--- src/rtl/pong_pkg.sv ---
// pong_pkg: shared geometry, FSM encoding, segment order and paddle helper for the Pong engine
package pong_pkg;
  localparam int HBP        = 144;
  localparam int VBP        = 31;
  localparam int FIELD_L    = HBP + 50;
  localparam int FIELD_R    = 733;
  localparam int FIELD_T    = VBP + 50;
  localparam int FIELD_B    = 460;
  localparam int PAD_L_FACE = 213;
  localparam int PAD_R_FACE = 719;
  localparam int PAD_H      = 100;
  localparam int PAD_MIN    = FIELD_T;
  localparam int PAD_MAX    = FIELD_B - PAD_H + 1;
  localparam int BALL_CX    = 464;
  localparam int BALL_CY    = 271;
  localparam int PAD_C      = 221;
  typedef enum logic [2:0] {IDLE, SERVE, PLAY, POINT, OVER} state_t;
  typedef enum int {SEG_A, SEG_B, SEG_C, SEG_D, SEG_E, SEG_F, SEG_G} seg_bit_t;
  // Conflicting or absent buttons leave the paddle still; moves past a limit stop on it.
  function automatic logic [9:0] paddle_next(input logic [9:0] pos, input logic up,
                                             input logic dn, input int step);
    logic signed [10:0] p;
    p = $signed({1'b0, pos});
    if (up && !dn) p = p - 11'(step);
    else if (dn && !up) p = p + 11'(step);
    return p < PAD_MIN ? 10'(PAD_MIN) : p > PAD_MAX ? 10'(PAD_MAX) : p[9:0];
  endfunction
endpackage

--- src/rtl/pong_seg7_enc.sv ---
// pong_seg7_enc: decimal digit to active-high 7-segment pattern (bit 0 = segment a)
module pong_seg7_enc (
  input  logic [3:0] digit,
  output logic [6:0] seg
);
  always_comb
    case (digit)
      4'd0:    seg = 7'h3F;
      4'd1:    seg = 7'h06;
      4'd2:    seg = 7'h5B;
      4'd3:    seg = 7'h4F;
      4'd4:    seg = 7'h66;
      4'd5:    seg = 7'h6D;
      4'd6:    seg = 7'h7D;
      4'd7:    seg = 7'h07;
      4'd8:    seg = 7'h7F;
      4'd9:    seg = 7'h6F;
      default: seg = 7'h00;
    endcase
endmodule

--- src/rtl/pong_game_engine.sv ---
// pong_game_engine: once-per-frame Pong game logic driving ball, paddles and score patterns
module pong_game_engine
  import pong_pkg::*;
#(
  parameter int TICK_DIV     = 416800,
  parameter int BALL_SPEED   = 2,
  parameter int PADDLE_SPEED = 4,
  parameter int SERVE_TICKS  = 60,
  parameter int WIN_SCORE    = 9
) (
  input  logic       dclk,
  input  logic       clr,
  input  logic       btn_l_up,
  input  logic       btn_l_dn,
  input  logic       btn_r_up,
  input  logic       btn_r_dn,
  input  logic       btn_start,
  output logic [9:0] ballx,
  output logic [9:0] bally,
  output logic [9:0] l_pos,
  output logic [9:0] r_pos,
  output logic [6:0] score_l,
  output logic [6:0] score_r,
  output logic       game_over
);
  localparam int CW = $clog2(TICK_DIV);
  localparam int SW = $clog2(SERVE_TICKS + 1);
  logic [4:0] sync1, sync2;
  logic start_q, start_pend, start_edge, go, tick;
  logic [CW-1:0] cnt;
  logic [SW-1:0] serve_cnt, serve_cnt_n;
  state_t state, state_n;
  logic dx, dy, dx_n, dy_n;
  logic [3:0] dig_l, dig_r, dig_l_n, dig_r_n;
  logic [9:0] ballx_n, bally_n, l_pos_n, r_pos_n;
  logic signed [10:0] bx, by, lp, rp, nx, ny;
  logic hit_l, hit_r, top, bot;

  assign tick       = cnt == CW'(TICK_DIV - 1);
  assign start_edge = sync2[4] & ~start_q;
  assign go         = start_pend | start_edge;

  always_ff @(posedge dclk or posedge clr)
    if (clr) begin
      sync1      <= '0;
      sync2      <= '0;
      start_q    <= 1'b0;
      start_pend <= 1'b0;
      cnt        <= '0;
    end else begin
      sync1      <= {btn_start, btn_r_dn, btn_r_up, btn_l_dn, btn_l_up};
      sync2      <= sync1;
      start_q    <= sync2[4];
      start_pend <= ~tick & (start_pend | start_edge);
      cnt        <= tick ? '0 : cnt + 1'b1;
    end

  // Signed 11-bit copies keep the edge tests free of unsigned wraparound.
  assign bx    = $signed({1'b0, ballx});
  assign by    = $signed({1'b0, bally});
  assign lp    = $signed({1'b0, l_pos});
  assign rp    = $signed({1'b0, r_pos});
  assign nx    = dx ? bx + 11'(BALL_SPEED) : bx - 11'(BALL_SPEED);
  assign ny    = dy ? by + 11'(BALL_SPEED) : by - 11'(BALL_SPEED);
  assign top   = ny - 4 < FIELD_T;
  assign bot   = ny + 5 > FIELD_B;
  assign hit_l = !dx && bx - 4 > PAD_L_FACE && nx - 4 <= PAD_L_FACE &&
                 by + 5 >= lp && by - 4 <= lp + PAD_H - 1;
  assign hit_r = dx && bx + 5 < PAD_R_FACE && nx + 5 >= PAD_R_FACE &&
                 by + 5 >= rp && by - 4 <= rp + PAD_H - 1;

  always_comb begin
    state_n     = state;
    ballx_n     = ballx;
    bally_n     = bally;
    dx_n        = dx;
    dy_n        = dy;
    dig_l_n     = dig_l;
    dig_r_n     = dig_r;
    serve_cnt_n = serve_cnt;
    l_pos_n     = state == OVER ? l_pos : paddle_next(l_pos, sync2[0], sync2[1], PADDLE_SPEED);
    r_pos_n     = state == OVER ? r_pos : paddle_next(r_pos, sync2[2], sync2[3], PADDLE_SPEED);
    case (state)
      IDLE: if (go) begin
        state_n     = SERVE;
        serve_cnt_n = '0;
      end
      SERVE: begin
        ballx_n     = 10'(BALL_CX);
        bally_n     = 10'(BALL_CY);
        dy_n        = 1'b1;
        serve_cnt_n = serve_cnt + 1'b1;
        if (serve_cnt == SW'(SERVE_TICKS - 1)) state_n = PLAY;
      end
      PLAY: begin
        bally_n = top ? 10'(FIELD_T + 4) : bot ? 10'(FIELD_B - 5) : ny[9:0];
        dy_n    = top | (dy & ~bot);
        // A miss leaves x in place; dx then records the serve direction, toward the loser.
        if (hit_l) begin
          ballx_n = 10'(PAD_L_FACE + 5);
          dx_n    = 1'b1;
        end else if (hit_r) begin
          ballx_n = 10'(PAD_R_FACE - 6);
          dx_n    = 1'b0;
        end else if (nx - 4 < FIELD_L) begin
          dx_n    = 1'b0;
          state_n = POINT;
        end else if (nx + 5 > FIELD_R) begin
          dx_n    = 1'b1;
          state_n = POINT;
        end else ballx_n = nx[9:0];
      end
      POINT: begin
        ballx_n     = 10'(BALL_CX);
        bally_n     = 10'(BALL_CY);
        dig_l_n     = dx && dig_l != 4'd9 ? dig_l + 4'd1 : dig_l;
        dig_r_n     = !dx && dig_r != 4'd9 ? dig_r + 4'd1 : dig_r;
        serve_cnt_n = '0;
        state_n     = (dx ? dig_l_n : dig_r_n) == 4'(WIN_SCORE) ? OVER : SERVE;
      end
      OVER: begin
        ballx_n = 10'(BALL_CX);
        bally_n = 10'(BALL_CY);
        if (go) begin
          dig_l_n     = '0;
          dig_r_n     = '0;
          dx_n        = 1'b1;
          serve_cnt_n = '0;
          state_n     = SERVE;
        end
      end
      default: state_n = IDLE;
    endcase
  end

  always_ff @(posedge dclk or posedge clr)
    if (clr) begin
      state     <= IDLE;
      ballx     <= 10'(BALL_CX);
      bally     <= 10'(BALL_CY);
      l_pos     <= 10'(PAD_C);
      r_pos     <= 10'(PAD_C);
      dx        <= 1'b1;
      dy        <= 1'b1;
      dig_l     <= '0;
      dig_r     <= '0;
      serve_cnt <= '0;
      game_over <= 1'b0;
    end else if (tick) begin
      state     <= state_n;
      ballx     <= ballx_n;
      bally     <= bally_n;
      l_pos     <= l_pos_n;
      r_pos     <= r_pos_n;
      dx        <= dx_n;
      dy        <= dy_n;
      dig_l     <= dig_l_n;
      dig_r     <= dig_r_n;
      serve_cnt <= serve_cnt_n;
      game_over <= state_n == OVER;
    end

  pong_seg7_enc u_seg_l (.digit(dig_l), .seg(score_l));
  pong_seg7_enc u_seg_r (.digit(dig_r), .seg(score_r));
endmodule

--- config.mk ---
export PLATFORM = sky130hd
export DESIGN_NAME = pong_game_engine
export DESIGN_NICKNAME = d
export VERILOG_FILES = /design/src/rtl/pong_pkg.sv /design/src/rtl/pong_seg7_enc.sv /design/src/rtl/pong_game_engine.sv
export SDC_FILE = /design/constraint.sdc
export NUM_CORES = 1
export LEC_CHECK = 0
export ABC_AREA = 0
export BUFFER_PORTS_ARGS = -buffer_cell sky130_fd_sc_hd__buf_4
export CORE_MARGIN = 5
export CORE_UTILIZATION = 55
export DETAILED_ROUTE_END_ITERATION = 16
export PLACE_DENSITY = 0.79
export SYNTH_ARGS = -nofsm -noshare
export SYNTH_HDL_FRONTEND = slang
export SYNTH_HIERARCHICAL = 1
export SYNTH_SLANG_ARGS = --single-unit
--- constraint.sdc ---
create_clock -name dclk -period 7.8 [get_ports dclk]
set_clock_uncertainty 0.05 [all_clocks]
set_input_delay 1.56 -clock dclk [delete_from_list [all_inputs] [get_ports dclk]]
set_output_delay 1.56 -clock dclk [all_outputs]
set_load 0.05 [all_outputs]
==> out/qor.tcl, run 1 <==
set qor(finalMaxSlewViolations) 0
set qor(power.share.sequential_pct) 47.5
set qor(die_h_um) 137
set qor(syn2layout_area_growth_pct) 10.5
set qor(start_util_pct) 56.0
set qor(hpwl_um) 16900
set qor(finalSetupTns_ns) 0
set qor(fin_hold_ws_ns) 0.305
set qor(postRouteWirelength_um) 22100
set qor(cts-htree-levels) 3
set qor(synth_seq_cells) 89
set qor(yosysTopAreaCellShare_pct) 18.6
set qor(placement.io_buffers) 59
set qor(maxClockFrequency_mhz) 215
set qor(worst_relative_slew_slack_pct) 48.3
set qor(critPathLaunchType) {flip-flop}
set qor(ctsHoldBuffers) 0
set qor(power.static_leakage_uw) 0.00412
set qor(design.final.nets) 1255
set qor(p_switching_uw) 221
set qor(yosysUniqueCellTypes) 87
set qor(synth_edf_count) 0
set qor(final_layout_size_suffix_gt1_share_pct) 11.9
set qor(coreArea_sq_um) 15900
set qor(worst_setup_hold_path_clk_slew_ns) 0.07
set qor(tritoncts) {yes}
set qor(worst-slew-pin-transition_ns) 0.775
set qor(clock_power_share_pct) 48.7
set qor(setup.worst_path.class) {flip-flop to flip-flop}
set qor(final_period_minus_worst_setup_slack_ns) 4.65
set qor(detail_route.wl_per_cell_um) 16.2
set qor(floorplan.io_pins) 62
set qor(worstPathRequired_ns) 7.99
set qor(hold_path_class) {flip-flop to flip-flop}
set qor(critPathMaxFanout) 18
set qor(antenna_left) 0
set qor(yosys_warning_total) 6
set qor(finalNonFillerCells) 1366
set qor(comb_power_share_pct) 3.8
set qor(worst-endpoint-arrival_ns) 4.84
set qor(viasPerCell) 6.06
set qor(status) {finished, final reports clean}
set qor(synth_cells) 1104
set qor(clock_tree.root_cell) {sky130_fd_sc_hd__clkbuf_16}
set qor(setup-violations-final) 0
set qor(peakVddDrop_mv) 0.169
set qor(asyncSetResetFlopFracSynth_pct) 100
set qor(syn_avg_cell_area_sq_um) 8.06
set qor(power.density_cell_area_nw_per_um2) 99.9
set qor(inserted_clock_buffers) 9
set qor(first_pass_grt_wire_length_um) 37100
set qor(synthTopCellsByArea) {sky130_fd_sc_hd__dfrtp_1 (19%), sky130_fd_sc_hd__ha_1 (14%), sky130_fd_sc_hd__dfstp_2 (6.8%)}
set qor(drc) 0
set qor(synth_sequential_area_ratio_pct) 25.4
set qor(power_switching_share_pct) 22.5
set qor(insertion_delay_ns) 0.36
set qor(detail_route.iter0.violations) 553
set qor(cell_internal_pwr_uw) 760
set qor(placed_cell_area_sq_um) 9500
set qor(number_of_global_route_vias_before_repair) 7861
set qor(synth_largest_area_cell) {sky130_fd_sc_hd__dfrtp_1}
set qor(pre_cts_slack_ns) 3.22
set qor(cts_max_path_buffers) 2
set qor(grt_usage_pct) 24.2
set qor(dominantRegCellSynth) {sky130_fd_sc_hd__dfrtp_1}
set qor(rows) 46
set qor(syn_area_sq_um) 8890
set qor(cts_sinks) 89
set qor(dieArea_sq_um) 18800
set qor(grt_setup_unrepaired) {no}
set qor(floorplan.die.width_um) 137
set qor(grt_antenna_before_repair) 0
set qor(num_antenna_cells) 0
set qor(vias) 8279
set qor(postLayoutCellArea_sq_um) 9820
set qor(place_inst) 1350
set qor(post-route-period-util_pct) 59.7
set qor(routabilityCongestion) 0.915
set qor(postCtsSetupRepairBufs) 0
set qor(cap_viol_max_count) 0
set qor(crit_path_end_kind) {flip-flop}
set qor(overflow) 0
set qor(hold_viol_final) 0
set qor(layout_setup_ws_ns) 3.15
set qor(dr.pass1.iters) 5
set qor(grt_start_max_net_pins) 62
set qor(post_cts.resized_instances) 0
==> logic make-up after synthesis <==
family                   share of synthesized area, %
AO/OA/AOI/OAI                                    22.3
AND/OR/NAND/NOR                                  23.6
multiplexers                                     1.59
flip-flops                                       25.4
buffers and inverters                            4.60
adder cells (fa/ha/maj)                          14.7
XOR/XNOR                                         7.88
other                                          0.0422
==> cells in the final DEF, fill, tap and decap left out, types with 9 or more instances in the layout <==
master,n
sky130_fd_sc_hd__dfrtp_1,66
sky130_fd_sc_hd__or3_1,9
sky130_fd_sc_hd__a21oi_1,67
sky130_fd_sc_hd__nand4_1,22
sky130_fd_sc_hd__xnor2_1,60
sky130_fd_sc_hd__nor2b_1,18
sky130_fd_sc_hd__nor3_1,33
sky130_fd_sc_hd__o31ai_1,9
sky130_fd_sc_hd__o211ai_1,11
sky130_fd_sc_hd__nand2_1,104
sky130_fd_sc_hd__o22ai_1,16
sky130_fd_sc_hd__nor2_1,94
sky130_fd_sc_hd__xor2_1,20
sky130_fd_sc_hd__dfstp_2,23
sky130_fd_sc_hd__buf_4,64
sky130_fd_sc_hd__a21o_1,22
sky130_fd_sc_hd__and3_1,11
sky130_fd_sc_hd__inv_1,62
sky130_fd_sc_hd__o21ai_0,80
sky130_fd_sc_hd__ha_1,101
sky130_fd_sc_hd__a31oi_1,15
sky130_fd_sc_hd__nand3_1,46
sky130_fd_sc_hd__clkbuf_16,9
sky130_fd_sc_hd__and2_1,10
sky130_fd_sc_hd__a211oi_1,9
sky130_fd_sc_hd__nand2b_1,14
==> per-stage QoR <==
stage                     total power [uW]  utilization (%)
final                                  981             61.8
after global routing                  1010             61.8
after CTS                              991             61.8
after detailed placement               512             59.8
after global placement                 511             59.8
after floorplan                        503                -
==> critical path, cell delays in order, from the launching register on <==
cell	delay [ns]
sky130_fd_sc_hd__dfstp_2	0.65
sky130_fd_sc_hd__inv_1	0.31
sky130_fd_sc_hd__ha_1	0.44
sky130_fd_sc_hd__nor2b_1	0.17
sky130_fd_sc_hd__o22ai_1	0.26
sky130_fd_sc_hd__xor2_1	0.64
sky130_fd_sc_hd__o2111ai_1	0.30
sky130_fd_sc_hd__nand3_1	0.15
sky130_fd_sc_hd__o22ai_1	0.11
sky130_fd_sc_hd__o32ai_1	0.38
sky130_fd_sc_hd__a21o_1	0.30
sky130_fd_sc_hd__o2111ai_2	0.22
sky130_fd_sc_hd__nand2_4	0.22
sky130_fd_sc_hd__mux2_4	0.32
==> synthesized netlist by cell type, types with 4 or more instances <==
library cell and number:
sky130_fd_sc_hd__a2111oi_0 5, sky130_fd_sc_hd__a211oi_1 9, sky130_fd_sc_hd__a21boi_0 7, sky130_fd_sc_hd__a21o_1 22
sky130_fd_sc_hd__a21oi_1 67, sky130_fd_sc_hd__a22o_1 6, sky130_fd_sc_hd__a22oi_1 4, sky130_fd_sc_hd__a31oi_1 15
sky130_fd_sc_hd__and2_1 10, sky130_fd_sc_hd__and3_1 11, sky130_fd_sc_hd__clkbuf_1 28, sky130_fd_sc_hd__dfrtp_1 66
sky130_fd_sc_hd__dfstp_2 23, sky130_fd_sc_hd__ha_1 101, sky130_fd_sc_hd__inv_1 63, sky130_fd_sc_hd__mux2_4 6
sky130_fd_sc_hd__mux2i_1 4, sky130_fd_sc_hd__nand2_1 104, sky130_fd_sc_hd__nand2b_1 14, sky130_fd_sc_hd__nand3_1 46
sky130_fd_sc_hd__nand3b_1 8, sky130_fd_sc_hd__nand4_1 22, sky130_fd_sc_hd__nor2_1 94, sky130_fd_sc_hd__nor2b_1 18
sky130_fd_sc_hd__nor3_1 34, sky130_fd_sc_hd__nor3b_1 6, sky130_fd_sc_hd__nor4_1 5, sky130_fd_sc_hd__o211ai_1 11
sky130_fd_sc_hd__o21a_1 4, sky130_fd_sc_hd__o21ai_0 80, sky130_fd_sc_hd__o22ai_1 16, sky130_fd_sc_hd__o31a_1 5
sky130_fd_sc_hd__o31ai_1 9, sky130_fd_sc_hd__or2_2 8, sky130_fd_sc_hd__or3_1 9, sky130_fd_sc_hd__xnor2_1 60
sky130_fd_sc_hd__xor2_1 20
==> metal layers <==
| metal | up-vias | global-route usage [%] | wire length [um] |
|---|---|---|---|
| li1 | 4079 | - | - |
| met1 | 3913 | 31.8 | 9890 |
| met2 | 233 | 40.1 | 10600 |
| met3 | 54 | 3.42 | 1010 |
| met4 | 0 | 9.87 | 599 |
| met5 | - | 0 | 0 |
==> power groups by stage <==
stage          clock network [uW]  registers (uW)  logic, uW
2_1_floorplan                   0             474       28.6
6_report                      478             466       37.4
4_1_cts                       488             466       37.7
3_3_place_gp                    0             474       37.1
5_1_grt                       502             466       42.0
3_5_place_dp                    0             474       37.4
==> sequential cells by signal, summed over array words and instances (netlist names) <==
signal / cells
l_pos: 9
sync2: 5
dx: 1
state: 3
bally: 10
sync1: 5
dig_r: 4
r_pos: 9
start_q: 1
cnt: 19
ballx: 10
dy: 1
game_over: 1
dig_l: 4
serve_cnt: 6
start_pend: 1
==> area by class of cell <==
class                   instances  area [sq um]
repair buffers                 64           480
multi-input cells             914          6240
well taps                     216           270
clock buffers                   9           225
flip-flops and latches         89          2260
fillers                      1433          6060
inverters                      67           254
clock inverters                 7           101
==> path summary, 6_finish.rpt <==
path | start | to | slack, ns | depth (start not counted)
min in group asynchronous | clr | cnt[16] | 1.13 | 2
hold / removal | sync1[0] | sync2[0] | 0.30 | 0
hold reg to reg | sync1[0] | sync2[0] | 0.30 | 0
setup reg to reg | dx | ballx[9] | 3.15 | 13
max in group asynchronous | clr | sync2[3] | 5.48 | 3
setup / recovery | dx | ballx[9] | 3.15 | 13
Note: power is estimated with default switching activity, not from simulation.
==> run 2, diff against run 1 <==
==> constraint.sdc (replaced) <==
create_clock -name dclk -period 4.7 [get_ports dclk]
set_clock_uncertainty 0.05 [all_clocks]
set_input_delay 0.94 -clock dclk [delete_from_list [all_inputs] [get_ports dclk]]
set_output_delay 0.94 -clock dclk [all_outputs]
set_load 0.05 [all_outputs]
==> out/qor.tcl, run 2 (synthesis results as in run 1) <==
set qor(status) {finished, final reports clean}
set qor(total_buffers_and_inverters_traversed_by_the_critical_path) 1 ;# unchanged
set qor(cp_slowest_cell) {sky130_fd_sc_hd__dfstp_2}
set qor(cpLargestDelayFamily) {compound AO/OA/AOI/OAI gates}
set qor(number_of_flip_flops_under_the_largest_register_name) 19 ;# unchanged
set qor(rows) 46 ;# unchanged
set qor(worst_relative_slew_slack_pct) 47.9 ;# -0.49 points
set qor(insertion_delay_ns) 0.36 ;# about the same
set qor(worst-slew-pin-transition_ns) 0.781 ;# +0.00576 ns
set qor(critPathMaxFanout) 18 ;# unchanged
set qor(worstPathCellList) {inv_1, ha_1, nor2b_1, o2111a_1, nor4_2, or3_1, a31oi_1, a311o_1, o2111a_1, o31ai_4, o2111ai_2, nand2_4, mux2_4}
set qor(coreArea_sq_um) 15900 ;# unchanged
set qor(cts-htree-levels) 3 ;# unchanged
set qor(grt_start_max_net_pins) 62 ;# unchanged
set qor(placement.io_buffers) 59 ;# unchanged
set qor(worstPathRequired_ns) 4.89 ;# -3.10 ns
set qor(vias) 8259 ;# -0.24%
set qor(detail_route.wl_per_cell_um) 15.9 ;# -1.9%
set qor(tritoncts) {yes}
set qor(post_cts.resized_instances) 0 ;# unchanged
set qor(maxClockFrequency_mhz) 234 ;# +8.9%
set qor(grt_usage_pct) 24.0 ;# -0.25 points
set qor(cts_sinks) 89 ;# unchanged
set qor(floorplan.die.width_um) 137 ;# unchanged
set qor(final_common_cell) {sky130_fd_sc_hd__nand2_1}
set qor(postRouteWirelength_um) 21900 ;# -1.1%
set qor(hpwl_um) 16800 ;# -0.82%
set qor(final_layout_size_suffix_gt1_share_pct) 12.7 ;# +0.75 points
set qor(slowest_delay_ns) 0.53 ;# -0.12 ns
set qor(hold_viol_final) 0 ;# unchanged
set qor(number_of_global_route_vias_before_repair) 7671 ;# -2.4%
set qor(grt_setup_unrepaired) {no}
set qor(critPathLaunchType) {flip-flop}
set qor(most_frequent_cell_on_critical_path) {sky130_fd_sc_hd__o2111a_1}
set qor(dieArea_sq_um) 18800 ;# unchanged
set qor(cap_viol_max_count) 0 ;# unchanged
set qor(final_period_minus_worst_setup_slack_ns) 4.27 ;# -0.379 ns
set qor(drc) 0 ;# unchanged
set qor(layout_top_registers) {cnt x19, ballx x10, bally x10}
set qor(num_antenna_cells) 0 ;# unchanged
set qor(overflow) 0 ;# unchanged
set qor(fin_hold_ws_ns) 0.298 ;# -0.00645 ns
set qor(finalSetupTns_ns) 0 ;# unchanged
set qor(final_cell_mix) {sky130_fd_sc_hd__nand2_1 (104), sky130_fd_sc_hd__ha_1 (101), sky130_fd_sc_hd__nor2_1 (94)}
set qor(routabilityCongestion) 0.948 ;# +3.6%
set qor(power.static_leakage_uw) 0.00415 ;# +0.74%
set qor(design.final.nets) 1266 ;# +0.88%
set qor(finalMaxSlewViolations) 0 ;# unchanged
set qor(power.density_cell_area_nw_per_um2) 159 ;# +59%
set qor(peakVddDrop_mv) 0.245 ;# +45%
set qor(postCtsSetupRepairBufs) 0 ;# unchanged
set qor(first_pass_grt_wire_length_um) 37100 ;# -0.17%
set qor(hold_path_class) {flip-flop to flip-flop}
set qor(cts_max_path_buffers) 2 ;# unchanged
set qor(crit_path_end_kind) {flip-flop}
set qor(detail_route.iter0.violations) 601 ;# +8.7%
set qor(antenna_left) 0 ;# unchanged
set qor(viasPerCell) 6.00 ;# -1.0%
set qor(floorplan.io_pins) 62 ;# unchanged
set qor(ctsHoldBuffers) 0 ;# unchanged
set qor(die_h_um) 137 ;# unchanged
set qor(grt_antenna_before_repair) 0 ;# unchanged
set qor(worst_setup_hold_path_clk_slew_ns) 0.07 ;# about the same
set qor(start_util_pct) 56.0 ;# unchanged
set qor(post-route-period-util_pct) 91.0 ;# +31 points
set qor(clock_tree.root_cell) {sky130_fd_sc_hd__clkbuf_16}
set qor(dr.pass1.iters) 5 ;# unchanged
set qor(worst-endpoint-arrival_ns) 4.47 ;# -0.37 ns
set qor(setup-violations-final) 0 ;# unchanged
set qor(inserted_clock_buffers) 9 ;# unchanged
set qor(setup.worst_path.class) {flip-flop to flip-flop}
set qor(syn2layout_area_growth_pct) 11.1
set qor(largest_register) {cnt}
## run 2: changes by cell type in the layout (fill, tap and decap cells not counted)
| cell | delta |
|---|---|
| sky130_fd_sc_hd__clkbuf_1 | +1 |
| sky130_fd_sc_hd__bufinv_16 | -1 |
| sky130_fd_sc_hd__buf_4 | +11 |
| sky130_fd_sc_hd__inv_6 | -1 |
| sky130_fd_sc_hd__clkinvlp_4 | +3 |
| sky130_fd_sc_hd__clkinv_2 | -1 |
| sky130_fd_sc_hd__inv_8 | -1 |
## run 2: layer usage
metal	vias to the layer above	global-route usage, %	part of all wire [%]
met3	37	4.01	4.9
met1	3891	32.0	46
li1	4104	-	-
met4	0	6.76	1.7
met5	-	0	0
met2	227	40.0	48
## run 2: final cells by class
cell class                      instances  area (sq um)
Sequential cell                        89          2260
Multi-Input combinational cell        914          6240
Tap cell                              216           270
Inverter                               67           254
Clock inverter                          6          68.8
Fill cell                            1398          6010
Clock buffer                           10           229
Timing Repair Buffer                   75           563
## run 2: worst paths after layout
path | startpoint | cells after the start | slack, ns | endpoint
hold reg to reg | sync1[2] | 0 | 0.30 | sync2[2]
max in group asynchronous | clr | 3 | 3.07 | dx
min in group asynchronous | clr | 2 | 0.67 | cnt[8]
setup reg to reg | dx | 13 | 0.43 | ballx[9]
hold / removal | sync1[2] | 0 | 0.30 | sync2[2]
setup / recovery | dx | 13 | 0.43 | ballx[9]
## run 2: worst reg2reg max path: stages (launching register included)
cell and delay [ns]:
sky130_fd_sc_hd__dfstp_2 0.53, sky130_fd_sc_hd__inv_1 0.25, sky130_fd_sc_hd__ha_1 0.46, sky130_fd_sc_hd__nor2b_1 0.17
sky130_fd_sc_hd__o2111a_1 0.27, sky130_fd_sc_hd__nor4_2 0.40, sky130_fd_sc_hd__or3_1 0.24, sky130_fd_sc_hd__a31oi_1 0.06
sky130_fd_sc_hd__a311o_1 0.37, sky130_fd_sc_hd__o2111a_1 0.18, sky130_fd_sc_hd__o31ai_4 0.36, sky130_fd_sc_hd__o2111ai_2 0.27
sky130_fd_sc_hd__nand2_4 0.23, sky130_fd_sc_hd__mux2_4 0.32
## run 2: per-stage QoR
stage / util, % / cells / area, sq um / power, uW / setup WS [ns]
6_report: 62.2 / 1377 / 9880 / 1570 / 0.425
5_1_grt: 62.2 / 1377 / 9880 / 1620 / 0.0675
4_1_cts: 62.2 / 1377 / 9880 / 1580 / 0.471
3_5_place_dp: 60.3 / 1361 / 9580 / 850 / 0.489
3_3_place_gp: 60.3 / 1361 / 9580 / 849 / 0.590
2_1_floorplan: - / 1105 / 8900 / 834 / 0.480
## run 2: power breakdown
| group | switching, uW | internal (uW) | leakage [uW] | total [uW] |
|---|---|---|---|---|
| sequential | 2.30 | 772 | 0.00111 | 774 |
| clock | 320 | 413 | 0.000131 | 733 |
| combinational | 43.4 | 18.5 | 0.00290 | 61.9 |
==> run 3, diff against run 2 <==
--- a/config.mk
+++ b/config.mk
@@ -6,10 +6,12 @@
 export NUM_CORES = 1
 export LEC_CHECK = 0
 export ABC_AREA = 0
+export ABC_CLOCK_PERIOD_IN_PS = 4700
 export BUFFER_PORTS_ARGS = -buffer_cell sky130_fd_sc_hd__buf_4
 export CORE_MARGIN = 5
 export CORE_UTILIZATION = 55
 export DETAILED_ROUTE_END_ITERATION = 16
+export MAX_ROUTING_LAYER = met4
 export PLACE_DENSITY = 0.79
 export SYNTH_ARGS = -nofsm -noshare
 export SYNTH_HDL_FRONTEND = slang
==> constraint.sdc (replaced) <==
create_clock -name dclk -period 4.7 [get_ports dclk]
set_clock_uncertainty 0.05 [all_clocks]
set_input_delay 0.235 -clock dclk [delete_from_list [all_inputs] [get_ports dclk]]
set_output_delay 0.235 -clock dclk [all_outputs]
set_load 0.05 [all_outputs]
==> out/qor.tcl, run 3 (synthesis results as in run 1) <==
set qor(design.final.nets) 1275 ;# +0.71%
set qor(met3_usage_pct) 3.86 ;# -0.15 points
set qor(r2r_start) {dx}
set qor(final_cell_mix) {sky130_fd_sc_hd__nand2_1 (104), sky130_fd_sc_hd__ha_1 (101), sky130_fd_sc_hd__nor2_1 (94)}
set qor(hpwl_um) 17000 ;# +1.1%
set qor(worst-endpoint-arrival_ns) 4.50 ;# +0.03 ns
set qor(dr.pass1.iters) 5 ;# unchanged
set qor(start_util_pct) 56.0 ;# unchanged
set qor(number_of_global_route_vias_before_repair) 7941 ;# +3.5%
set qor(final_layout_size_suffix_gt1_share_pct) 12.9 ;# +0.24 points
set qor(insertion_delay_ns) 0.37 ;# about the same
set qor(postRouteWirelength_um) 22400 ;# +2.4%
set qor(hold_viol_final) 0 ;# unchanged
set qor(antenna_left) 0 ;# unchanged
set qor(cap_viol_max_count) 0 ;# unchanged
set qor(layout_top_registers) {cnt x19, ballx x10, bally x10}
set qor(largest_register) {cnt}
set qor(total_power_uw) 1620 ;# +3.5%
set qor(grt_use_met2_pct) 41.4 ;# +1.4 points
set qor(finalMaxSlewViolations) 0 ;# unchanged
set qor(setup.worst_path.start) {dx}
set qor(finalSetupTns_ns) 0 ;# unchanged
set qor(number_of_flip_flops_under_the_largest_register_name) 19 ;# unchanged
set qor(fin_hold_ws_ns) 0.301 ;# +0.00321 ns
set qor(cp_slowest_cell) {sky130_fd_sc_hd__dfstp_2}
set qor(first_pass_grt_wire_length_um) 38200 ;# +3.1%
set qor(detail_route.wl_per_cell_um) 16.1 ;# +1.7%
set qor(worst_relative_slew_slack_pct) 46.8 ;# -1.0 points
set qor(setup.worst_path.class) {flip-flop to flip-flop}
set qor(syn2layout_area_growth_pct) 12.2
set qor(critPathLaunchType) {flip-flop}
set qor(dieArea_sq_um) 18800 ;# unchanged
set qor(setup-violations-final) 0 ;# unchanged
set qor(worstRegToRegCells) 13 ;# unchanged
set qor(floorplan.die.width_um) 137 ;# unchanged
set qor(r2r_end) {ballx[5]}
set qor(clock_tree.root_cell) {sky130_fd_sc_hd__clkbuf_16}
set qor(inserted_clock_buffers) 9 ;# unchanged
set qor(power.static_leakage_uw) 0.00421 ;# +1.6%
set qor(status) {finished, final reports clean}
set qor(total_buffers_and_inverters_traversed_by_the_critical_path) 1 ;# unchanged
set qor(tritoncts) {yes}
set qor(post_cts.resized_instances) 0 ;# unchanged
set qor(drc) 0 ;# unchanged
set qor(maxClockFrequency_mhz) 232 ;# -0.68%
set qor(slowest_delay_ns) 0.53 ;# about the same
set qor(grt_antenna_before_repair) 0 ;# unchanged
set qor(cpLargestDelayFamily) {compound AO/OA/AOI/OAI gates}
set qor(worst_hold_path.endpoint) {sync2[1]}
set qor(cts-htree-levels) 3 ;# unchanged
set qor(hold_path_class) {flip-flop to flip-flop}
set qor(coreArea_sq_um) 15900 ;# unchanged
set qor(worstPathRequired_ns) 4.90 ;# about the same
set qor(grt_setup_unrepaired) {no}
set qor(num_antenna_cells) 0 ;# unchanged
set qor(hold_depth) 0 ;# unchanged
set qor(cts_max_path_buffers) 2 ;# unchanged
set qor(rows) 46 ;# unchanged
set qor(worstPathCellList) {inv_1, ha_1, nor2b_1, o2111a_1, nor4_2, or3_1, a31oi_1, a311o_1, o2111a_1, o31ai_4, o2111ai_2, nand2_4, mux2_4}
set qor(postCtsSetupRepairBufs) 0 ;# unchanged
set qor(die_h_um) 137 ;# unchanged
set qor(final_period_minus_worst_setup_slack_ns) 4.30 ;# +0.0293 ns
set qor(grt_start_max_net_pins) 61 ;# -1.6%
set qor(post-route-period-util_pct) 91.6 ;# +0.62 points
set qor(viasPerCell) 6.05 ;# +0.90%
set qor(crit_path_end_kind) {flip-flop}
set qor(vias) 8388 ;# +1.6%
set qor(gr-max-usage-layer) {met2}
set qor(placement.io_buffers) 59 ;# unchanged
set qor(rrSetupSlack_ns) 0.40 ;# -0.03 ns
set qor(critPathMaxFanout) 18 ;# unchanged
set qor(overflow) 0 ;# unchanged
set qor(cts_sinks) 89 ;# unchanged
set qor(peakVddDrop_mv) 0.234 ;# -4.3%
set qor(floorplan.io_pins) 62 ;# unchanged
set qor(detail_route.iter0.violations) 595 ;# -1.0%
set qor(most_frequent_cell_on_critical_path) {sky130_fd_sc_hd__o2111a_1}
set qor(routabilityCongestion) 0.978 ;# +3.2%
set qor(final_common_cell) {sky130_fd_sc_hd__nand2_1}
set qor(grt_usage_pct) 25.5 ;# +1.5 points
set qor(worst-slew-pin-transition_ns) 0.796 ;# +0.0156 ns
set qor(power.density_cell_area_nw_per_um2) 163 ;# +2.4%
set qor(min_from) {sync1[1]}
set qor(worst_setup_hold_path_clk_slew_ns) 0.08 ;# about the same
set qor(ctsHoldBuffers) 6 ;# +6
set qor(met1_usage_pct) 33.2 ;# +1.1 points
[run 3: cell type report]
class                      instances  area (sq um)
clock buffer                       9           225
clock inverter                     7          90.1
fill                            1416          5910
inverter                          67           254
multi-input combinational        914          6240
sequential                        89          2260
tap                              216           270
timing repair buffer              84           646
[run 3: per-stage QoR]
stage                     area, sq um  utilization, %  instances  worst slack, ns
final                            9980            62.8       1386            0.396
after global routing             9980            62.8       1386           0.0646
after CTS                        9980            62.8       1386            0.414
after detailed placement         9600            60.5       1364            0.429
after global placement           9600            60.5       1364            0.529
after floorplan                  8900               -       1105            0.480
[run 3: worst max-delay path by stage]
| stage | endpoint | cells after the start |
|---|---|---|
| after floorplan | ballx[2] | 13 |
| after global placement | ballx[2] | 13 |
| after detailed placement | ballx[5] | 13 |
| after CTS | ballx[5] | 13 |
| after global routing | ballx[5] | 14 |
| final | ballx[5] | 13 |
[run 3: worst reg2reg max path, cell delays in order, from the launching register on]
cell                        delay [ns]
sky130_fd_sc_hd__dfstp_2          0.53
sky130_fd_sc_hd__inv_1            0.24
sky130_fd_sc_hd__ha_1             0.46
sky130_fd_sc_hd__nor2b_1          0.19
sky130_fd_sc_hd__o2111a_1         0.27
sky130_fd_sc_hd__nor4_2           0.39
sky130_fd_sc_hd__or3_1            0.25
sky130_fd_sc_hd__a31oi_1          0.06
sky130_fd_sc_hd__a311o_1          0.39
sky130_fd_sc_hd__o2111a_1         0.18
sky130_fd_sc_hd__o31ai_4          0.37
sky130_fd_sc_hd__o2111ai_2        0.26
sky130_fd_sc_hd__nand2_4          0.22
sky130_fd_sc_hd__mux2_4           0.32
[run 3: metal layers]
metal  vias up  wire, um  part of all wire (%)
li1       4121         -                     -
met1      4035     10200                    46
met2       198     10700                    48
met3        34      1020                   4.6
met4         0       433                   1.9
met5         -         0                     0
[run 3: power by group]
group	switching [uW]	internal (uW)	leakage, uW
registers	2.06	771	0.00111
logic	45.0	21.7	0.00294
clock network	354	429	0.000157
total	402	1220	0.00421
